===== config.mk =====
export PLATFORM = sky130hd
export DESIGN_NAME = ifetch_req
export DESIGN_NICKNAME = d
export VERILOG_FILES = /design/src/rtl/ifetch_req.sv
export SDC_FILE = /design/constraint.sdc
export NUM_CORES = 1
export LEC_CHECK = 0
export CORE_MARGIN = 8
export CORE_UTILIZATION = 47
export DETAILED_ROUTE_END_ITERATION = 8
export PLACE_DENSITY = 0.95
export SYNTH_ARGS = -nofsm -noshare
export SYNTH_HDL_FRONTEND = slang
export SYNTH_SLANG_ARGS = --single-unit
export TNS_END_PERCENT = 30

===== constraint.sdc =====
create_clock -name clk -period 3.05 [get_ports clk]
set_input_delay 0.305 -clock clk [delete_from_list [all_inputs] [get_ports clk]]
set_output_delay 0.305 -clock clk [all_outputs]
set_load 0.01 [all_outputs]

===== src/rtl/ifetch_req.sv =====
// Instruction-request stage: owns the sequential PC, issues one bus request at a time
// and holds the returned word for fetch. Define IFETCH_ALIGN_CHECK_EN to trap misaligned PCs.
module ifetch_req #(
    parameter logic [31:0] RESET_PC = 32'h0000_0000
) (
    input  logic        clk,
    input  logic        resetn,
    input  logic        stall,
    input  logic        redirect,
    input  logic [31:0] redirect_pc,
    output logic        ireq_valid,
    output logic [31:0] ireq_addr,
    input  logic        ireq_ready,
    input  logic        iresp_valid,
    input  logic [31:0] iresp_data,
    output logic [31:0] instruction,
    output logic [31:0] pc_nxt,
    output logic        fetch_enable,
    output logic        misalign
);

    typedef enum logic [1:0] {S_IDLE, S_REQ, S_WAIT, S_HOLD} state_t;

    state_t      state_q, state_d;
    logic [31:0] pc_q, pc_d;
    logic [31:0] buf_q, buf_d;
    logic        discard_q, discard_d;
    logic        misalign_q, misalign_d;
    logic        bad_pc;
    logic        req_fire;

`ifdef IFETCH_ALIGN_CHECK_EN
    assign bad_pc    = (pc_q[1:0] != 2'b00);
    assign ireq_addr = (state_q == S_REQ) ? pc_q : 32'h0;
`else
    assign bad_pc    = 1'b0;
    assign ireq_addr = (state_q == S_REQ) ? {pc_q[31:2], 2'b00} : 32'h0;
`endif

    // Outputs decode from state registers only; no input reaches an output combinationally.
    assign ireq_valid   = (state_q == S_REQ) && !bad_pc;
    assign fetch_enable = (state_q == S_HOLD);
    assign instruction  = (state_q == S_HOLD) ? buf_q : 32'h0;
    assign pc_nxt       = (state_q == S_HOLD) ? pc_q  : 32'h0;
    assign misalign     = misalign_q;

    assign req_fire = ireq_valid && ireq_ready;

    always_comb begin
        state_d    = state_q;
        pc_d       = pc_q;
        buf_d      = buf_q;
        discard_d  = discard_q;
        misalign_d = misalign_q;
        unique case (state_q)
            S_IDLE: begin
                if (redirect) pc_d = redirect_pc;
                else          state_d = S_REQ;
            end
            S_REQ: begin
                if (redirect) begin
                    pc_d = redirect_pc;
                    // An address accepted this very cycle is already stale.
                    if (req_fire) begin
                        discard_d = 1'b1;
                        state_d   = S_WAIT;
                    end
                end else if (bad_pc) begin
                    buf_d      = 32'h0;
                    misalign_d = 1'b1;
                    state_d    = S_HOLD;
                end else if (req_fire) begin
                    state_d = S_WAIT;
                end
            end
            S_WAIT: begin
                if (redirect) begin
                    pc_d = redirect_pc;
                    if (iresp_valid) begin
                        discard_d = 1'b0;
                        state_d   = S_REQ;
                    end else begin
                        discard_d = 1'b1;
                    end
                end else if (iresp_valid) begin
                    if (discard_q) begin
                        discard_d = 1'b0;
                        state_d   = S_REQ;
                    end else begin
                        buf_d   = iresp_data;
                        state_d = S_HOLD;
                    end
                end
            end
            S_HOLD: begin
                if (redirect) begin
                    pc_d       = redirect_pc;
                    buf_d      = 32'h0;
                    misalign_d = 1'b0;
                    state_d    = S_REQ;
                end else if (!stall) begin
                    pc_d       = pc_q + 32'd4;
                    misalign_d = 1'b0;
                    state_d    = S_REQ;
                end
            end
            default: state_d = S_IDLE;
        endcase
    end

    always_ff @(posedge clk or negedge resetn) begin
        if (!resetn) begin
            state_q    <= S_IDLE;
            pc_q       <= RESET_PC;
            buf_q      <= 32'h0;
            discard_q  <= 1'b0;
            misalign_q <= 1'b0;
        end else begin
            state_q    <= state_d;
            pc_q       <= pc_d;
            buf_q      <= buf_d;
            discard_q  <= discard_d;
            misalign_q <= misalign_d;
        end
    end

endmodule


Yosys cells after proc, flatten, opt, wreduce, memory -nomap -nowiden
Index checks and enable logic that the tools add are counted.
Word-level totals
  register bits: 68
  bits of input ports: 70
  output and inout bits: 99
  logic and storage cells: 59
Operators by class
  add/sub/neg operators: 1
  equality and inequality tests: 14
  mux-type cells: 29
  reductions and logical operators: 10
Operators with widths (number)
  two-way mux 32 bit: 10
  case mux 32 bit (2 select lines): 2
  adder 32 x 3 -> 32 bit, second input constant: 1
  two-way mux 2 bit: 8
  != test 2 bit, second input constant: 6
  case mux 2 bit (4 select lines): 1
  AND reduction 4 bit: 2
  two-way mux 1 bit: 7
  != test 2 x 1 -> 1 bit, second input constant: 3
  != test 3 bit, second input constant: 2
  AND reduction 5 bit: 1
  == test 2 bit, second input constant: 2
  AND reduction 2 bit: 2
  nonzero test 2 bit: 2
  OR reduction 3 bit: 1
  == test 2 x 1 -> 1 bit, second input constant: 1
  logical NOT 2 bit: 1
  case mux 1 bit (2 select lines): 1
  logical AND 1 bit: 1

Logic depth before layout (Yosys ltp)
  word-level depth: 5
  mapped depth: 7

Worst setup path after synthesis
No wires, ideal clock.
  kind: register to register
  start: register state_q[0]
  end: register pc_q[31]
  data arrival time: 1999 ps
  slack: 981 ps
  stages on the path, launching flop included: 8
  path buffers: 2
  period minus slack after synthesis: 2069 ps
  cell sequence: dfrtp_1 -> ha_1 -> nand4b_2 -> or3_1 -> buf_6 -> buf_6 -> or4_1 -> nand3_1
On the way
  elaborated cells on any way between the ends: 9
RTL lines
  start: declaration: RTL line 24  | state_t state_q, state_d;
  start signal: assignment: RTL line 119  | state_q <= state_d;
  == test 2 bit (*)
  net fetch_enable: RTL line 18  | output logic fetch_enable,
  != test 3 bit (no line)
  AND reduction 2 bit (no line)
  end signal: assignment: RTL line 120  | pc_q <= pc_d;
  end: declaration: RTL line 25  | logic [31:0] pc_q, pc_d;
Mark *: on every way through the listed nets, which the timed path passes. The rest lies on a longest branch.
A chain may end at the register's enable or synchronous reset.

Final worst setup path
  start: register state_q[0]
  end: output port instruction[26]
On the way
  cells in the longest elaborated chain, start to end: 2
Ends and longest elaborated chain
  == test 2 bit: RTL line 43  | assign instruction = (state_q == S_HOLD) ? buf_q : 32'h0;
  two-way mux 32 bit: RTL line 43
  end: declaration: RTL line 16  | output logic [31:0] instruction,
No other way between the ends.

==> results_dict.tcl <==
set metrics [dict create \
    status "completed" \
    first_global_vias 3858 \
    maxSlewViolCount 0 \
    crit_fanout 81 \
    die_y_um 110 \
    synth.avg_cell_area_um2 8.40 \
    worst_slack_ps 223 \
    gp_congestion 0.871 \
    p_leak_nw 2.40 \
    grt_max_degree 82 \
    timing.critical_path.required_ps 2740 \
    port_buffers 165 \
    cts.path.max_buffers 2 \
    cap_violations 0 \
    clock_latency_ps 330 \
    p_int_mw 2.35 \
    synth_flop_cell "dfrtp_1" \
    antennaDiodeCount 0 \
    dp.final_hpwl_mm 9.49 \
    cp-startpoint "state_q[0]" \
    timing.rr.end "buf_q[1]" \
    async_reset_ff_frac 1.00 \
    synth-seq-cells 67 \
    nets 711 \
    core_area_mm2 0.00864 \
    rsz0062_at_grt "false" \
    cts_hold_buffers 0 \
    synth_xor_area_frac 0.0255 \
    drtPass1Iterations 5 \
    io_pins 169 \
    synth_top_family_by_area "simple AND/OR/NAND/NOR gates" \
    track_usage 0.201 \
    initial_core_util 0.478 \
    start_kind "register" \
    ant_nets 0 \
    synth_compound_area_frac 0.122 \
    routedWlPerCell_um 16.8 \
    rr_startpoint "state_q[0]" \
    grt_pass1_wl_mm 19.3 \
    pre_cts_ws_ps 467 \
    synth.area.mux_share 0.00789 \
    gr-total-overflow 0 \
    yosysUniqueCellTypes 43 \
    synth_edf_count 0 \
    drive_gt1_frac 0.0421 \
    vias_per_cell 5.43 \
    fin_crit_ps 2830 \
    tns_ps 0 \
    num_vias 4068 \
    root_buffer "clkbuf_8" \
    crit_path_end_kind "output pin" \
    drc 0 \
    synthSimpleGateAreaFrac 0.373 \
    die_area_mm2 0.0120 \
    htreeDepth 3 \
    cts_resized 0 \
    tightestPinTransition_ps 721 \
    syn-instance-count 491 \
    setup_viol 0 \
    min_path_type "in2async" \
    finalHoldViolCount 0 \
    p_sw_frac 0.354 \
    reg2regPathDepth 6 \
    rrSetupSlack_ps 480 \
    post-route-period-util 0.927 \
    relSlewSlack 0.518 \
    sequentialPowerShare 0.373 \
    clk_pin_slew_worst_paths_ps 80 \
    synth_area_mm2 0.00413 \
    clock-sinks 67 \
    cts_tree "built" \
    pwr-share-comb 0.459 \
    cts_buffers 9 \
    hold_ws_ps 21.8 \
    cts_setup_buffers 0 \
    synthAdderAreaFrac 0.0152 \
    fmax_mhz 354 \
    critPathArrivalTime_ps 2520 \
    p_sw_mw 1.29 \
    yosys_warnings 0 \
    die_w_um 110 \
    final_core_util 0.690 \
    area_growth_pct 44.4 \
    fin_skew_ps 13.4 \
    design_area_mm2 0.00596 \
    drt-initial-drc-count 198 \
    dpl-instance-area_mm2 0.00580 \
    power.density_mw_per_mm2 611 \
    clock_power_share 0.168 \
    synth-seq-area-share 0.406 \
    peakVddDrop_v 0.000246 \
    rows 34 \
    critPathKind "reg2out" \
    routed_wl_mm 12.6 \
    fill_cells 663 \
    antenna_found_initial 0 \
]
[worst max path at each step]
stage | to | depth (start not counted) | slack, ps
2_1_floorplan | pc_q[31] | 7 | 980
3_3_place_gp | buf_q[13] | 6 | 590
3_5_place_dp | buf_q[11] | 6 | 470
4_1_cts | instruction[16] | 4 | 190
5_1_grt | instruction[0] | 4 | 30
6_report | instruction[26] | 4 | 220
[sequential cells by signal, summed over array words and instances (netlist names)]
| signal | flops |
|---|---|
| discard_q | 1 |
| state_q | 2 |
| pc_q | 32 |
| buf_q | 32 |
[synthesized netlist by cell type (all sizes together), types with 7 or more instances]
cell	number	share of area
o21ai	54	0.066
or4	16	0.029
nand2b	32	0.049
xor2	7	0.015
clkbuf	30	0.027
nand4	12	0.018
dfrtp	67	0.41
o31ai	11	0.020
nand2	63	0.057
buf	9	0.015
inv	7	0.0064
nor2	15	0.014
a31oi	12	0.018
nand3	12	0.015
and2	96	0.15
[cell families (layout without fill, tap and decap cells)]
logic type,count (synthesis),in the layout
AND/OR/NAND/NOR,271,271
AO/OA/AOI/OAI,86,86
flip-flops,67,67
buffers and inverters,46,194
XOR/XNOR,12,12
adder cells (fa/ha/maj),5,5
multiplexers,3,3
other,1,3
[layout by cell type (no fill, tap or decap), types with 5 or more instances in the layout]
master / count
and2_1: 94
xnor2_1: 5
clkbuf_8: 9
clkdlybuf4s50_1: 164
o21ai_0: 54
xor2_1: 7
nand2_1: 63
nor2_1: 15
nand2b_1: 32
nand4_1: 12
and4_1: 5
a31oi_1: 12
buf_4: 6
o31ai_1: 11
dfrtp_1: 67
nand3_1: 12
inv_1: 7
or4_1: 16
[metal layers]
layer	share of wire	track usage	vias up	routed length, um
met2	0.48	0.342	184	5980
met3	0.095	0.0522	14	1200
met5	0	0	-	0
met4	0.015	0.0627	0	184
li1	-	-	1959	-
met1	0.41	0.244	1911	5190
[per-stage QoR]
stage          power, mW  cells
2_1_floorplan       2.17    493
5_1_grt             3.90    749
6_report            3.64    749
3_3_place_gp        2.98    733
3_5_place_dp        3.07    733
4_1_cts             3.68    749
[worst max-delay path, cell delays in order, from the launching register on]
cell and delay (ps):
dfrtp_1 390, ha_2 430, buf_4 550, and2_1 230
clkdlybuf4s50_1 550
[power groups by stage]
| stage | combinational [mW] | clock [mW] | sequential (mW) |
|---|---|---|---|
| 3_5_place_dp | 1.69 | 0 | 1.38 |
| 2_1_floorplan | 0.871 | 0 | 1.30 |
| 4_1_cts | 1.70 | 0.624 | 1.36 |
| 6_report | 1.67 | 0.612 | 1.36 |
| 5_1_grt | 1.84 | 0.668 | 1.39 |
| 3_3_place_gp | 1.62 | 0 | 1.35 |
[layout make-up]
| type | instances | area, um2 | area share |
|---|---|---|---|
| multi-input combinational | 380 | 2270 | 0.382 |
| timing repair buffer | 171 | 1690 | 0.284 |
| sequential | 67 | 1680 | 0.281 |
| clock buffer | 13 | 139 | 0.0233 |
| tap | 108 | 135 | 0.0227 |
| inverter | 7 | 26.3 | 0.00441 |
| clock inverter | 3 | 15.0 | 0.00252 |
Power figures use the tool's default switching activity.
